===== config.mk =====
export PLATFORM = sky130hd
export DESIGN_NAME = pipe_tag_tracker
export DESIGN_NICKNAME = d
export VERILOG_FILES = /design/src/rtl/pipe_pkg.sv /design/src/rtl/pipe_stage_reg.sv /design/src/rtl/pipe_tag_tracker.sv
export SDC_FILE = /design/constraint.sdc
export NUM_CORES = 1
export LEC_CHECK = 0
export CORE_MARGIN = 1.5
export CORE_UTILIZATION = 40
export DETAILED_ROUTE_END_ITERATION = 10
export GPL_ROUTABILITY_DRIVEN = 1
export GPL_TIMING_DRIVEN = 1
export PLACE_DENSITY = 0.73
export SETUP_SLACK_MARGIN = 0.05
export SKIP_LAST_GASP = 1
export SLEW_MARGIN = 20
export SYNTH_ARGS = -nofsm -noshare
export SYNTH_HDL_FRONTEND = slang
export SYNTH_SLANG_ARGS = --single-unit

===== constraint.sdc =====
create_clock -name clk -period 2.5 [get_ports clk]
set_input_delay 0.625 -clock clk [delete_from_list [all_inputs] [get_ports clk]]
set_output_delay 0.625 -clock clk [all_outputs]
set_load 0.02 [all_outputs]

===== src/rtl/pipe_pkg.sv =====
// rtl/pipe_pkg.sv - stage record type and helpers shared by the pipeline tag tracker
package pipe_pkg;

  localparam int REG_AW   = 2;
  localparam int NUM_REGS = 2 ** REG_AW;

  typedef struct packed {
    logic              valid;
    logic [REG_AW-1:0] ra;
    logic [REG_AW-1:0] rb;
    logic              wb_en;
    logic              mem_rd;
    logic              store;
    logic              out;
  } stage_t;

  localparam stage_t STAGE_BUBBLE = '0;

  // Kill an instruction but keep its tags, so tag outputs do not glitch on bubbles.
  function automatic stage_t squash(input stage_t s);
    stage_t r;
    r        = s;
    r.valid  = 1'b0;
    r.wb_en  = 1'b0;
    r.mem_rd = 1'b0;
    r.store  = 1'b0;
    r.out    = 1'b0;
    return r;
  endfunction

endpackage


===== src/rtl/pipe_stage_reg.sv =====
// rtl/pipe_stage_reg.sv - one pipeline stage register with clear-over-load priority
module pipe_stage_reg
  import pipe_pkg::*;
(
  input  logic   clk,
  input  logic   rst,
  input  logic   load,
  input  logic   clr,
  input  stage_t din,
  output stage_t dout
);

  stage_t stage_d;
  stage_t stage_q;

  always_comb begin
    stage_d = stage_q;
    if (clr) begin
      stage_d = squash(stage_q);
    end else if (load) begin
      stage_d = din;
    end
  end

  always_ff @(posedge clk) begin
    if (!rst) begin
      stage_q <= STAGE_BUBBLE;
    end else begin
      stage_q <= stage_d;
    end
  end

  assign dout = stage_q;

endmodule


===== src/rtl/pipe_tag_tracker.sv =====
// rtl/pipe_tag_tracker.sv - ID/EX/MEM/WB tag and control tracking with write-pending scoreboard
// Optional stall/flush performance counters are built when PIPE_PERF_CNT_EN is defined.
module pipe_tag_tracker
  import pipe_pkg::*;
#(
  parameter int CNT_W = 16
) (
  input  logic                clk,
  input  logic                rst,
  input  logic                if_valid,
  input  logic [REG_AW-1:0]   ra,
  input  logic [REG_AW-1:0]   rb,
  input  logic                dec_wb_en,
  input  logic                dec_mem_read,
  input  logic                dec_store,
  input  logic                dec_out,
  input  logic                pc_en,
  input  logic                IF_en,
  input  logic                ID_stall,
  input  logic                br_clr,
  output logic [REG_AW-1:0]   ra_ID,
  output logic [REG_AW-1:0]   rb_ID,
  output logic [REG_AW-1:0]   ra_EX,
  output logic [REG_AW-1:0]   ra_MEM,
  output logic                wb_reg_en_EX,
  output logic                wb_reg_en_MEM,
  output logic                mem_read,
  output logic                id_store_stall,
  output logic                id_out_en,
  output logic [3:0]          stage_valid,
  output logic [NUM_REGS-1:0] pending,
  output logic [CNT_W-1:0]    stall_cnt,
  output logic [CNT_W-1:0]    flush_cnt
);

  stage_t id_din, mem_din;
  stage_t id_s, ex_s, mem_s, wb_s;

  always_comb begin
    id_din        = STAGE_BUBBLE;
    id_din.valid  = if_valid;
    id_din.ra     = ra;
    id_din.rb     = rb;
    id_din.wb_en  = dec_wb_en;
    id_din.mem_rd = dec_mem_read;
    id_din.store  = dec_store;
    id_din.out    = dec_out;
  end

  // A flush kills the EX occupant, so it must not travel on into MEM.
  assign mem_din = br_clr ? squash(ex_s) : ex_s;

  pipe_stage_reg u_id  (.clk(clk), .rst(rst), .load(IF_en & ~ID_stall), .clr(br_clr),
                        .din(id_din), .dout(id_s));
  pipe_stage_reg u_ex  (.clk(clk), .rst(rst), .load(1'b1), .clr(br_clr | ID_stall),
                        .din(id_s), .dout(ex_s));
  pipe_stage_reg u_mem (.clk(clk), .rst(rst), .load(1'b1), .clr(1'b0),
                        .din(mem_din), .dout(mem_s));
  pipe_stage_reg u_wb  (.clk(clk), .rst(rst), .load(1'b1), .clr(1'b0),
                        .din(mem_s), .dout(wb_s));

  logic [NUM_REGS-1:0][1:0] cnt_d;
  logic [NUM_REGS-1:0][1:0] cnt_q;
  logic                     sb_err;

  // Biased by 4 so a transient negative result stays representable for the range check.
  always_comb begin
    logic       up, sq, rt;
    logic [3:0] sum_v;
    cnt_d  = cnt_q;
    sb_err = 1'b0;
    up     = 1'b0;
    sq     = 1'b0;
    rt     = 1'b0;
    sum_v  = 4'd0;
    for (int r = 0; r < NUM_REGS; r++) begin
      up    = id_s.valid & id_s.wb_en & ~ID_stall & ~br_clr & (id_s.ra == REG_AW'(r));
      sq    = ex_s.valid & ex_s.wb_en & br_clr & (ex_s.ra == REG_AW'(r));
      rt    = wb_s.valid & wb_s.wb_en & (wb_s.ra == REG_AW'(r));
      sum_v = 4'd4 + {2'b00, cnt_q[r]} + {3'b000, up} - {3'b000, sq} - {3'b000, rt};
      if (sum_v < 4'd4 || sum_v > 4'd7) begin
        sb_err = 1'b1;
      end
      cnt_d[r] = sum_v[1:0];
    end
  end

  always_ff @(posedge clk) begin
    if (!rst) begin
      cnt_q <= '0;
    end else begin
      cnt_q <= cnt_d;
    end
  end

  a_sb_range : assert property (@(posedge clk) disable iff (!rst) !sb_err);

  always_comb begin
    pending = '0;
    for (int r = 0; r < NUM_REGS; r++) begin
      pending[r] = (cnt_q[r] != 2'd0);
    end
  end

`ifdef PIPE_PERF_CNT_EN
  logic [CNT_W-1:0] stall_cnt_d, stall_cnt_q;
  logic [CNT_W-1:0] flush_cnt_d, flush_cnt_q;

  always_comb begin
    stall_cnt_d = stall_cnt_q;
    flush_cnt_d = flush_cnt_q;
    if (ID_stall && !(&stall_cnt_q)) stall_cnt_d = stall_cnt_q + CNT_W'(1);
    if (br_clr && !(&flush_cnt_q))   flush_cnt_d = flush_cnt_q + CNT_W'(1);
  end

  always_ff @(posedge clk) begin
    if (!rst) begin
      stall_cnt_q <= '0;
      flush_cnt_q <= '0;
    end else begin
      stall_cnt_q <= stall_cnt_d;
      flush_cnt_q <= flush_cnt_d;
    end
  end

  assign stall_cnt = stall_cnt_q;
  assign flush_cnt = flush_cnt_q;
`else
  assign stall_cnt = '0;
  assign flush_cnt = '0;
`endif

  assign ra_ID          = id_s.ra;
  assign rb_ID          = id_s.rb;
  assign ra_EX          = ex_s.ra;
  assign ra_MEM         = mem_s.ra;
  assign wb_reg_en_EX   = ex_s.valid & ex_s.wb_en;
  assign wb_reg_en_MEM  = mem_s.valid & mem_s.wb_en;
  assign mem_read       = ex_s.valid & ex_s.mem_rd;
  assign id_store_stall = id_s.valid & id_s.store;
  assign id_out_en      = id_s.valid & id_s.out;
  assign stage_valid    = {wb_s.valid, mem_s.valid, ex_s.valid, id_s.valid};

  // pc_en is advisory and WB only needs its dest/enable fields.
  logic unused_inputs;
  assign unused_inputs = ^{pc_en, wb_s.rb, wb_s.mem_rd, wb_s.store, wb_s.out};

endmodule

## After elaboration in Yosys (flattened, before gate mapping)

Index checks and enable logic that the tools add are counted.

- Bits in registers: 30
- Bits of input ports: 15

- Bitwise operators: 27
- Eq/ne operators: 9
- $add $sub $neg: 16
- Reduce and logical (&&, ||, !) cells: 10

Operators by type and width:

| cell | number |
|---|---|
| $and 1x1->1 | 23 |
| $sub 2x1->2 | 8 |
| $eq 2x2->1 const B | 6 |
| $add 1x2->2 const A | 4 |
| $add 2x1->2 | 4 |
| $reduce_bool 2->1 | 4 |
| $eq 2x1->1 const B | 3 |
| $logic_not 2->1 | 3 |
| $reduce_or 2->1 | 2 |
| $not 1->1 | 3 |
| $reduce_and 2->1 | 1 |
| $or 1x1->1 | 1 |

## Logic depth before layout (Yosys ltp)

Gate-level depths: netlist (run 1).

- Word-level depth: 7
- Depth in mapped cells: 9
- Mapped depth without buffers: 9

## Hierarchy

A second synthesis (run 1) with hierarchy kept.

- Cell total of the unflattened synthesis: 249
- Area, all modules: 2384.8 sq um

By module, submodules not included:

| module | times used | area each (sq um) | cells an instance |
|---|---|---|---|
| pipe_stage_reg | 4 | 360.3 | 36 |
| pipe_tag_tracker | 1 | 943.4 | 105 |

## Worst setup path before layout (run 1)

Ideal clock, no wire load.

- Path kind: register -> register
- Start: register u_ex.stage_q (netlist bit u_ex.dout[8])
- End: register cnt_q[1] (netlist bit)
- Library setup time: 115 ps
- Cell stages (with the launch flop): 10
- Arrival: 1871 ps
- Buffers on the path: 0
- Path slack: 514 ps
- Cell sequence: dfxtp_1 and2_1 nand2_1 nor3_1 fa_1 inv_1 ha_1 xnor2_1 xnor2_1 and2_1

- Cells in the longest elaborated chain, start to end: 5

RTL lines:

| item | line | source |
|---|---|---|
| start, declared | pipe_stage_reg.sv:14 | `stage_t stage_q;` |
| start signal, assigned | pipe_stage_reg.sv:29 | `stage_q <= stage_d;` |
| $and 1x1->1 | n/a |  |
| named net wb_reg_en_EX | pipe_tag_tracker.sv:25 | `output logic wb_reg_en_EX,` |
| $and 1x1->1 (2 in series) | pipe_tag_tracker.sv:78 | `sq = ex_s.valid & ex_s.wb_en & br_clr & (ex_s.ra == REG_AW'(r));` |
| $sub 2x1->2 (2 in series) | pipe_tag_tracker.sv:80 | `sum_v = 4'd4 + {2'b00, cnt_q[r]} + {3'b000, up} - {3'b000, sq} - {3'b000, rt};` |
| end signal, assigned | pipe_tag_tracker.sv:92 | `cnt_q <= cnt_d;` |
| end, declared | pipe_tag_tracker.sv:63 | `logic [NUM_REGS-1:0][1:0] cnt_q;` |

The timed path passes the listed nets, and every way through them passes these cells.
A chain may end at the register's enable or synchronous reset.

## Worst setup path after layout (run 1)

- Start: input br_clr
- End: register cnt_q[1] (netlist bit)

- Cells in the longest elaborated chain, start to end: 6
- Elaborated cells on any way between the ends: 8

RTL lines:

| item | line | source |
|---|---|---|
| start, declared | pipe_tag_tracker.sv:20 | `input logic br_clr,` |
| $not 1->1 (no line) | n/a |  |
| $and 1x1->1 (2 in series) | pipe_tag_tracker.sv:77 | `up = id_s.valid & id_s.wb_en & ~ID_stall & ~br_clr & (id_s.ra == REG_AW'(r));` |
| $add 2x1->2 | pipe_tag_tracker.sv:80 |  |
| $sub 2x1->2 (*) (2 in series) | pipe_tag_tracker.sv:80 |  |

Every way passes the cells marked *; elsewhere a longest branch is shown, timed or not.

==> results of run 1 <==
-- cell families after synthesis --
logic type | count (synthesis) | synth area share (%)
xor gates and xnor gates | 8 | 4.21
other | 1 | 0.225
and+or+nand+nor | 66 | 22.2
adders and majority gates | 8 | 7.81
buffers and inverters | 59 | 23.8
DFF | 30 | 36.1
AOI/OAI and AO/OA | 8 | 2.70
muxes | 5 | 3.01
-- worst min-delay path, cell delays in order, from the launching register on --
cell and delay [ns]:
dfxtp_1 0.30, inv_1 0.05, nor2_1 0.04
-- state kept, by name, indices dropped and copies added (netlist names) --
| signal | cells |
|---|---|
| cnt_q | 8 |
| u_ex.dout | 5 |
| u_id.dout | 9 |
| u_mem.dout | 4 |
| u_wb.dout | 4 |
-- metal layers --
metal / share of wire, % / GRT usage, % / wire [um] / vias to the layer above
met4: 1.8 / 6.12 / 47 / 0
met3: 7.4 / 5.33 / 192 / 8
met5: 0 / 0 / 0 / -
li1: - / - / - / 554
met1: 46 / 16.2 / 1190 / 477
met2: 45 / 18.6 / 1180 / 35
-- final cells by class --
class	instances	area, sq um	share of cell area, %
Multi-Input combinational cell	127	790	39.9
Sequential cell	30	601	30.4
Timing Repair Buffer	38	370	18.7
Clock buffer	6	82.6	4.18
Tap cell	50	62.6	3.16
Inverter	11	41.3	2.09
Clock inverter	1	30.0	1.52
-- cell usage after synthesis, types with 5 or more instances --
master,instances,share of area [%]
buf_4,44,20
dfxtp_1,30,36
and2_1,19,7.1
nor2_1,14,3.2
inv_1,11,2.5
nand2_1,9,2.0
xnor2_1,8,4.2
nand3_1,6,1.8
o21ai_0,6,1.8
mux2i_1,5,3.0
nor3b_1,5,2.3
-- power by group through the flow --
stage | sequential [mW] | combinational (mW) | clock (mW)
floorplan | 0.496 | 0.110 | 0
global placement | 0.498 | 0.104 | 0
detailed placement | 0.498 | 0.104 | 0
CTS | 0.487 | 0.105 | 0.499
global route | 0.488 | 0.115 | 0.520
finish | 0.487 | 0.105 | 0.491
-- layout by cell type (no fill, tap or decap) --
master           count
clkbuf_8             6
inv_1               11
nor3_2               1
nand3b_1             1
nor3b_1              5
a21boi_0             2
nand2_1              9
dfxtp_1             30
nor2b_2              1
ha_1                 4
nor2_1              14
bufinv_16            1
nor3_1               2
and2_1              19
fa_1                 4
nand2b_1             2
and4_1               1
o21ai_0              6
nor3b_4              1
clkdlybuf4s50_1     34
xnor2_1              8
mux2i_1              5
buf_4                4
or2_2                4
conb_1              32
nand3_1              6
-- how the worst min path moves through the flow --
stage | from | endpoint | slack, ns
2_1_floorplan | u_ex.dout[3] | u_mem.dout[3] | 0.40
3_3_place_gp | u_ex.dout[3] | u_mem.dout[3] | 0.41
3_5_place_dp | u_ex.dout[3] | u_mem.dout[3] | 0.42
4_1_cts | u_ex.dout[3] | u_mem.dout[3] | 0.43
5_1_grt | u_ex.dout[3] | u_mem.dout[3] | 0.46
6_report | u_ex.dout[3] | u_mem.dout[3] | 0.43
-- through the flow --
step | area [sq um] | std cells | setup slack, ns | utilization, % | total power [mW]
floorplan | 1780 | 216 | 0.514 | - | 0.607
CTS | 1970 | 263 | 0.195 | 49.3 | 1.09
global placement | 1860 | 256 | -0.0741 | 46.5 | 0.602
global route | 1980 | 263 | 0.0612 | 49.4 | 1.12
detailed placement | 1860 | 256 | -0.0998 | 46.5 | 0.602
finish | 1980 | 263 | 0.183 | 49.4 | 1.08
==> results.ini, run 1 <==
[run_status]
status=complete, no violations

[clock_tree]
ctsResizeCount=0
clock-root-buffer=clkbuf_8
clk_pin_slew_ns=0.06
cts_inserted_buffers=5
cts_tree=done
h-tree-depth=2
clkSinkCount=30
postCtsSetupBuffers=0
hold_buffers=0
clock_latency_ns=0.28
cts_buffer_depth=2

[global_routing]
grt_max_degree=25
grt_pass1_vias=959
grt-ovfl-total=0
grt.total_usage_pct=12.8
grt_pass1_wl_mm=4.28
antenna_found_initial=0

[final_layout]
nFillCells=404
drive_gt1_share_pct=8.45
num-nets-final=236
n_antenna_cell=0
area_growth_pct=18.7

[power_and_ir_drop]
switching_share_pct=22.7
pwr-share-clk_pct=45.3
power.switching_uw=246
p_per_area_mw_per_mm2=548
combPwrFrac_pct=9.7
ir_worst_vdd_mv=0.410
p_seq_share_pct=45.0
internal_power_uw=837
leakagePower_nw=0.834

[timing]
hold_viol=0
min_period_ns=2.32
slew_violations=0
tns_ns=0
period_share_pct=92.7
max_freq_mhz=432
whs_ns=0.426
rsz0062_at_grt=false
finalClockSkew_ns=0.00446
setup_viol=0

[worst_setup_path]
critPathBufInv=2
cp.required_ns=2.67
cp_common_cell=xnor2_1
critPathMaxFanout=3
critPathKind=input pin to flop
cp_cell_sequence=clkdlybuf4s50_1 > nand2_1 > nor3_1 > fa_1 > inv_1 > ha_1 > xnor2_1 > xnor2_1 > and2_1
endpoint_kind=flop
r2r_end=cnt_q[1]
crit_end=cnt_q[1]
cp.arrival_ns=2.49
critPathMaxStageDelay_ns=0.53
worstReg2RegStart=u_ex.dout[8]
crit_slowest_cell=clkdlybuf4s50_1
cp-start-kind=input pin
rr_worst_depth=9
path_delay_family=buffers and inverters
crit_cells=9
crit_start=br_clr
ff2ff_setup_slack_ns=0.50

[floorplan]
placementRows=23
coreArea_sq_mm=0.00400
die_area_sq_mm=0.00456
die_w_um=67.5
start_util_pct=41.6
fp.dieH_um=67.5
ioPinCount=68

[placed_design]
gp_congestion=0.772
io_buffers=34
post-dp-hpwl_mm=1.94

[logic_synthesis]
ys_ff_latch=30
synth_edf_count=0
synth_async_sr_flop_share_pct=0
synth_warnings=0
synth_area_per_cell_sq_um=9.00
syn_inst=185
seq_area_frac_synth_pct=36.1
syn-cell-area_sq_mm=0.00167
synthFlopType=dfxtp_1
synth_cell_type_count=25

[routing]
num_vias=1074
drc=0
drtIter0Drc=21
dr.pass1.iters=4
final_antenna_net_count=0
via_per_inst=4.08
wl_mm=2.61
wire_per_inst_um=9.93

[worst_hold_path]
whs_path_depth=2
hp-class=flop to flop

[job]
maxCapViolCount=0

Power figures use the tool's default switching activity.
==> run 2, diff against run 1 <==
--- a/config.mk
+++ b/config.mk
@@ -9,7 +9,7 @@
 export CORE_UTILIZATION = 40
 export DETAILED_ROUTE_END_ITERATION = 10
 export GPL_ROUTABILITY_DRIVEN = 1
-export GPL_TIMING_DRIVEN = 1
+export GPL_TIMING_DRIVEN = 0
 export PLACE_DENSITY = 0.73
 export SETUP_SLACK_MARGIN = 0.05
 export SKIP_LAST_GASP = 1
==> run 2 against run 1 <==
Compared with the run above: non-clock buffer count increased by 44; critical path type unchanged; worst setup slack better by 0.10 ns; sequential cell count stayed put; clock skew about the same.
==> results.ini, run 2 (synthesis gave the netlist of run 1 again) <==
[run_status]
status=complete, no violations

[final_layout]
fin_util_pct=56.5
final_cell_mix=buf_4 (44), clkdlybuf4s50_1 (33), conb_1 (32)
num-nets-final=280
seqCellArea_sq_um=601
fin_area_sq_mm=0.00226
layout_commonest_cell=buf_4
nFillCells=375
area_growth_pct=35.7
largest_register_ffs=9
multi_input_area_sq_um=785
drive_gt1_share_pct=22.6
n_antenna_cell=0

[floorplan]
coreArea_sq_mm=0.00400
start_util_pct=41.6
die_w_um=67.5
ioPinCount=68
fp.dieH_um=67.5
placementRows=23
die_area_sq_mm=0.00456

[routing]
num_vias=1203
drtIter0Drc=21
wl_mm=2.73
via_per_inst=3.92
final_antenna_net_count=0
dr.pass1.iters=4
wire_per_inst_um=8.89
drc=0

[worst_setup_path]
crit_slowest_cell=fa_1
crit_start=br_clr
ff2ff_setup_slack_ns=0.45
cp_common_cell=xnor2_1
endpoint_kind=flop
rr_worst_depth=9
critPathMaxFanout=7
r2r_end=cnt_q[3]
critPathMaxStageDelay_ns=0.46
cp.required_ns=2.68
crit_end=cnt_q[3]
cp_cell_sequence=dlygate4sd2_1 > nand2_1 > nor3_1 > fa_1 > inv_1 > ha_1 > xnor2_1 > xnor2_1 > and2_1
cp-start-kind=input pin
worstReg2RegStart=u_ex.dout[8]
cp.arrival_ns=2.40
critPathKind=input pin to flop

[global_routing]
grt_pass1_vias=1064
grt_max_degree=11
antenna_found_initial=0
grt-ovfl-total=0
grt.total_usage_pct=14.0
grt_pass1_wl_mm=4.49

[placed_design]
io_buffers=34
post-dp-hpwl_mm=2.17
gp_congestion=0.711
placed_cell_area_sq_mm=0.00218

[clock_tree]
h-tree-depth=2
clock_latency_ns=0.29
ctsResizeCount=1
clk_pin_slew_ns=0.06
postCtsSetupBuffers=0
cts_inserted_buffers=5
cts_tree=done
cts_buffer_depth=2
hold_buffers=0
clock-root-buffer=clkbuf_8
clkSinkCount=30

[timing]
setup_viol=0
period_share_pct=88.5
min_period_ns=2.21
slew_violations=0
finalClockSkew_ns=0.00449
rsz0062_at_grt=false
max_freq_mhz=452
hold_viol=0

[worst_hold_path]
whs_path_depth=2
hp-start=u_ex.dout[3]
hp-class=flop to flop

[power_and_ir_drop]
ir_worst_vdd_mv=0.264
leakagePower_nw=1.05
p_per_area_mw_per_mm2=440

[job]
maxCapViolCount=0

==> run 2: cell count changes in the layout (fill, tap and decap cells not counted), sizes merged <==
cell and change:
bufinv -1, clkbuf +2, dlygate4sd2 +1, clkdlybuf4s50 -1
buf +43
==> run 2: worst max-delay path: cells and delay by family <==
| kind | cells | cell delay (ns) |
|---|---|---|
| XOR/XNOR | 2 | 0.21 |
| adder cells (fa/ha/maj) | 2 | 0.61 |
| buffers and inverters | 2 | 0.45 |
| AND/OR/NAND/NOR | 3 | 0.50 |
==> run 2: metal layers <==
layer,global-route usage [%],wire length (um)
met4,9.95,77
met3,5.50,199
met2,21.3,1280
met5,0,0
met1,16.0,1170
==> run 2: report_power, final <==
part	internal [mW]	leakage, nW	total [mW]	switching, mW
logic	0.0709	0.770	0.147	0.0758
clock network	0.191	0.0383	0.361	0.170
registers	0.483	0.242	0.487	0.00422
total	0.745	1.05	0.995	0.250
==> run 2: metrics by stage <==
| stage | setup TNS [ns] | instances | hold slack, ns | worst slack, ns | power, mW |
|---|---|---|---|---|---|
| after CTS | 0 | 307 | 0.436 | 0.269 | 1.01 |
| after detailed placement | -1.38 | 300 | 0.424 | -0.298 | 0.644 |
| after global routing | 0 | 307 | 0.451 | 0.132 | 1.04 |
| after global placement | -1.03 | 300 | 0.424 | -0.241 | 0.644 |
| after floorplan | 0 | 216 | 0.404 | 0.514 | 0.607 |
| final | 0 | 307 | 0.429 | 0.287 | 0.995 |
==> run 2: worst min-delay path by stage <==
stage	slack [ns]	end
2_1_floorplan	0.40	u_mem.dout[3]
3_3_place_gp	0.42	u_mem.dout[3]
3_5_place_dp	0.42	u_mem.dout[3]
4_1_cts	0.44	u_mem.dout[3]
5_1_grt	0.45	u_mem.dout[3]
6_report	0.43	u_mem.dout[3]
==> run 2: layout make-up <==
class                           count  area share, %
Inverter                           11           1.83
Multi-Input combinational cell    127           34.7
Buffer                             48           15.7
Clock buffer                        7           3.38
Sequential cell                    30           26.6
Timing Repair Buffer               34           15.0
Tap cell                           50           2.77
